$ cat config.mk
export PLATFORM = sky130hd
export DESIGN_NAME = mem_arbiter
export DESIGN_NICKNAME = d
export VERILOG_FILES = /design/src/rtl/mem_arbiter.sv
export SDC_FILE = /design/constraint.sdc
export NUM_CORES = 1
export LEC_CHECK = 0
export BUFFER_PORTS_ARGS = -buffer_cell sky130_fd_sc_hd__buf_2
export CORE_AREA = 10 10 99 101
export DETAILED_ROUTE_END_ITERATION = 16
export DIE_AREA = 0 0 109 111
export SLEW_MARGIN = 40
export SYNTH_ARGS = -nofsm -noshare
export SYNTH_HDL_FRONTEND = slang
export SYNTH_SLANG_ARGS = --single-unit
$ cat constraint.sdc
create_clock -name clk -period 2.32 [get_ports clk]
set_clock_uncertainty 0.15 [all_clocks]
set_input_delay 0.464 -clock clk [delete_from_list [all_inputs] [get_ports clk]]
set_output_delay 0.464 -clock clk [all_outputs]
set_load 0.05 [all_outputs]
$ cat src/rtl/mem_arbiter.sv
// mem_arbiter: shares one memory port between the fetch (I) and data (D) requesters.
// Optional MEM_ARB_RR_EN: round-robin tie-break instead of fixed D priority.
module mem_arbiter (
    input  logic        clk,
    input  logic        reset,
    input  logic        ireq_valid,
    input  logic [31:0] ireq_addr,
    output logic        iresp_addr_ok,
    output logic        iresp_data_ok,
    output logic [31:0] iresp_data,
    input  logic        dreq_valid,
    input  logic [31:0] dreq_addr,
    input  logic [3:0]  dreq_strobe,
    input  logic [31:0] dreq_data,
    output logic        dresp_addr_ok,
    output logic        dresp_data_ok,
    output logic [31:0] dresp_data,
    output logic        mreq_valid,
    output logic [31:0] mreq_addr,
    output logic [3:0]  mreq_strobe,
    output logic [31:0] mreq_data,
    input  logic        mresp_addr_ok,
    input  logic        mresp_data_ok,
    input  logic [31:0] mresp_data
);

    localparam logic [1:0] ST_IDLE = 2'd0;
    localparam logic [1:0] ST_ADDR = 2'd1;
    localparam logic [1:0] ST_DATA = 2'd2;

    localparam logic OWN_I = 1'b0;
    localparam logic OWN_D = 1'b1;

    logic [1:0] state_q, state_d;
    logic       owner_q, owner_d;
    logic       grant;
    logic       own_valid;
    logic       addr_ok;
    logic       done;

`ifdef MEM_ARB_RR_EN
    logic last_q, last_d;

    // On a tie, hand the port to whoever was not served last.
    always_comb begin
        if (ireq_valid && dreq_valid) begin
            grant = ~last_q;
        end else begin
            grant = dreq_valid ? OWN_D : OWN_I;
        end
    end

    always_comb begin
        last_d = done ? owner_q : last_q;
    end

    always_ff @(posedge clk) begin
        if (reset) begin
            last_q <= OWN_D;
        end else begin
            last_q <= last_d;
        end
    end
`else
    always_comb begin
        grant = dreq_valid ? OWN_D : OWN_I;
    end
`endif

    always_comb begin
        own_valid = (owner_q == OWN_D) ? dreq_valid : ireq_valid;
    end

    always_comb begin
        state_d     = state_q;
        owner_d     = owner_q;
        addr_ok     = 1'b0;
        done        = 1'b0;
        mreq_valid  = 1'b0;
        mreq_addr   = 32'h0;
        mreq_strobe = 4'h0;
        mreq_data   = 32'h0;
        unique case (state_q)
            ST_IDLE: begin
                if (ireq_valid || dreq_valid) begin
                    owner_d = grant;
                    state_d = ST_ADDR;
                end
            end
            ST_ADDR: begin
                mreq_valid = own_valid;
                if (owner_q == OWN_D) begin
                    mreq_addr   = dreq_addr;
                    mreq_strobe = dreq_strobe;
                    mreq_data   = dreq_data;
                end else begin
                    mreq_addr = ireq_addr;
                end
                // A withdrawn request drops straight back to arbitration.
                if (!own_valid) begin
                    state_d = ST_IDLE;
                end else if (mresp_addr_ok) begin
                    addr_ok = 1'b1;
                    if (mresp_data_ok) begin
                        done    = 1'b1;
                        state_d = ST_IDLE;
                    end else begin
                        state_d = ST_DATA;
                    end
                end
            end
            ST_DATA: begin
                if (mresp_data_ok) begin
                    done    = 1'b1;
                    state_d = ST_IDLE;
                end
            end
            default: begin
                state_d = ST_IDLE;
            end
        endcase
    end

    always_ff @(posedge clk) begin
        if (reset) begin
            state_q <= ST_IDLE;
            owner_q <= OWN_D;
        end else begin
            state_q <= state_d;
            owner_q <= owner_d;
        end
    end

    always_comb begin
        iresp_addr_ok = addr_ok && (owner_q == OWN_I);
        iresp_data_ok = done && (owner_q == OWN_I);
        iresp_data    = iresp_data_ok ? mresp_data : 32'h0;
        dresp_addr_ok = addr_ok && (owner_q == OWN_D);
        dresp_data_ok = done && (owner_q == OWN_D);
        dresp_data    = dresp_data_ok ? mresp_data : 32'h0;
    end

endmodule

==> impl_metrics.csv <==
group,metric,value,unit
clocking,insertion_delay,0.21,ns
route,drt-vias-per-instance,4.35,
final_layout,post_route_cells_drive_above_1_share,0.754,
route,drc,0,
placement,place_ws,-0.126,ns
synthesis,synth_cell_types,23,
sta,hold_slack,0.359,ns
synthesis,synth_seq_area_share,0.0412,
final_layout,mostFrequentLayoutCells,"sky130_fd_sc_hd__buf_2, sky130_fd_sc_hd__buf_8, sky130_fd_sc_hd__and2_4",
clocking,postCtsHoldBufs,0,
route,drt-total-wl,10.4,mm
clocking,total_clock_sinks,3,
sta,tightest_slew,0.356,ns
worst_hold_path,min_path_type,"in -> reg",
critical_path,crit_path_max_fanout,33,
sta,setup_violations,66,
floorplan,fp.dieH,111,um
floorplan,core.rowCount,33,
route,final_antenna_net_count,0,
sta,final_period_minus_worst_setup_slack,2.52,ns
sta,final_critical_path_setup_slack,-0.204,ns
critical_path,reg2reg_depth,7,
synthesis,ys_ff_latch,3,
critical_path,worst_setup_path_start_kind,"register",
placement,placement.io_buffers,274,
clocking,tritoncts,"yes",
sta,final_hold_viol_count,0,
outcome,status,"complete, but fails checks",
pwr,power.ir.vdd_worst,0.000269,V
synthesis,netlist_area_before_placement,1460,um^2
clocking,cts_max_path_buffers,2,
critical_path,end_kind,"output pin",
floorplan,fp.coreArea,7970,um^2
floorplan,die_x,109,um
placement,place_congestion,0.878,
final_layout,area_growth_from_synthesis_to_layout,170,%
floorplan,floorplan.io_pins,275,
sta,fmaxAchievable,396,MHz
clocking,htree_num_levels,1,
synthesis,mean_syn_cell_area,6.75,um^2
global_routing,antenna_found_initial,0,
critical_path,cp_data_required_time,1.71,ns
sta,period_share,1.09,
worst_hold_path,min_delay_path_depth,2,
synthesis,synthesis.instances,216,
sta,timing.max_slew.rel_slack,0.760,
floorplan,starting_utilization_of_the_core_area,0.183,
route,drt_iter0_markers,58,
critical_path,worst-setup-path-type,"reg -> out",
outcome,violations,"setup timing",
global_routing,grt_start_max_net_pins,74,
global_routing,via_count_of_the_first_global_routing_pass,2833,
global_routing,global_route.overflow_total,0,
route,drt_pass1_iterations,4,
final_layout,finalNetCount,630,
route,vias,2578,
sta,drv_slew,0,
synthesis,synth-warning-count,0,
clocking,cts_made_buffers,3,
clocking,ctsRootBufferMaster,"sky130_fd_sc_hd__clkbuf_8",
final_layout,diodes,0,
floorplan,die_area,12100,um^2
critical_path,worst_ep_arrival,1.91,ns
pwr,pwr_density_cell,347,nW/um^2
pwr,p_leak,2.46,nW
final_layout,final_common_cell,"sky130_fd_sc_hd__buf_2",
route,wl_per_cell,17.5,um
clocking,clk_transition_reported_paths,0.03,ns
flow_run,drv.max_cap_violation_count,0,
sta,unrepaired_setup_endpoints_after_global_routing,"true",
synthesis,postSynthNetCount,358,
global_routing,grt.total_usage,0.145,
placement,hpwl,8.03,mm
global_routing,grt_pass1_wl,14.6,mm
[logic make-up after synthesis]
family          share of synthesized area
flops                              0.0412
mux                                 0.233
buf+inv                            0.0901
simple gates                        0.572
fa+ha+maj                          0.0343
compound gates                     0.0292
[worst max-delay path, cell delays in order, from the launching register on]
cell and delay (ns):
sky130_fd_sc_hd__dfxtp_2 0.31, sky130_fd_sc_hd__inv_2 0.08, sky130_fd_sc_hd__ha_4 0.15, sky130_fd_sc_hd__inv_6 0.03, sky130_fd_sc_hd__o31a_1 0.33, sky130_fd_sc_hd__nor3b_4 0.23, sky130_fd_sc_hd__buf_12 0.21, sky130_fd_sc_hd__and2_4 0.19
sky130_fd_sc_hd__buf_8 0.14
[per-layer routing]
metal	wire [um]	share of wire	vias to the layer above	global-route usage
met5	0	0	-	0
li1	-	-	1255	-
met3	1480	0.14	17	0.0645
met4	192	0.018	0	0.0273
met1	3330	0.32	1124	0.128
met2	5380	0.52	182	0.287
[power breakdown]
| part | leakage, nW | internal, mW | switching (mW) |
|---|---|---|---|
| Combinational | 2.41 | 0.339 | 0.810 |
| Sequential | 0.0254 | 0.0593 | 0.00712 |
| Clock | 0.0228 | 0.117 | 0.0331 |
| Total | 2.46 | 0.516 | 0.851 |
[state kept, by name, indices dropped and copies added (netlist names)]
signal / count
state_q: 2
owner_q: 1
[cell type report]
class	instances	area [um^2]
fillers	710	4030
well taps	105	131
multi-input cells	187	1450
inverters	5	23.8
repair buffers	288	2230
clock buffers	4	45.0
flip-flops and latches	3	66.3
[synth_stat cells]
cell | count | area, um^2
sky130_fd_sc_hd__a21boi_0 | 1 | 7.51
sky130_fd_sc_hd__a221o_1 | 1 | 10.0
sky130_fd_sc_hd__a2bb2oi_1 | 1 | 8.76
sky130_fd_sc_hd__and2_1 | 64 | 400
sky130_fd_sc_hd__and3_1 | 37 | 231
sky130_fd_sc_hd__buf_2 | 4 | 20.0
sky130_fd_sc_hd__buf_4 | 1 | 7.51
sky130_fd_sc_hd__buf_6 | 3 | 33.8
sky130_fd_sc_hd__clkbuf_1 | 13 | 48.8
sky130_fd_sc_hd__dfxtp_1 | 3 | 60.1
sky130_fd_sc_hd__ha_1 | 4 | 50.1
sky130_fd_sc_hd__inv_1 | 4 | 15.0
sky130_fd_sc_hd__inv_4 | 1 | 6.26
sky130_fd_sc_hd__mux2i_1 | 34 | 340
sky130_fd_sc_hd__nand2_1 | 2 | 7.51
sky130_fd_sc_hd__nand2b_1 | 2 | 12.5
sky130_fd_sc_hd__nand4b_1 | 1 | 8.76
sky130_fd_sc_hd__nor2_1 | 35 | 131
sky130_fd_sc_hd__nor3_4 | 1 | 16.3
sky130_fd_sc_hd__nor3b_4 | 1 | 18.8
sky130_fd_sc_hd__nor4_1 | 1 | 6.26
sky130_fd_sc_hd__o31a_1 | 1 | 8.76
sky130_fd_sc_hd__o31ai_1 | 1 | 7.51
[metrics by stage]
stage	setup TNS (ns)	area (um^2)	instances	utilization	power, mW
after floorplan	-1.43	1620	216	-	0.877
after global placement	-2.91	3130	583	0.393	1.19
after global routing	-16.06	3940	592	0.494	1.45
after CTS	-10.21	3750	587	0.470	1.37
after detailed placement	-5.56	3130	583	0.393	1.20
final	-11.24	3940	592	0.494	1.37
[worst paths after layout]
| kind | from | end | slack (ns) |
|---|---|---|---|
| max | state_q[1] | dresp_data[17] | -0.20 |
| max reg2reg | state_q[1] | state_q[0] | 0.54 |
| min | reset | state_q[1] | 0.36 |
| min reg2reg | state_q[0] | state_q[0] | 0.36 |
[timing repair]
action,in CTS,in global routing
endpoints found under the setup margin,66,67
pin swaps,1,23
gates cloned,0,3
gates resized for setup,174,39
setup buffers,0,2
No activity file was read; power rests on OpenSTA's default activity.
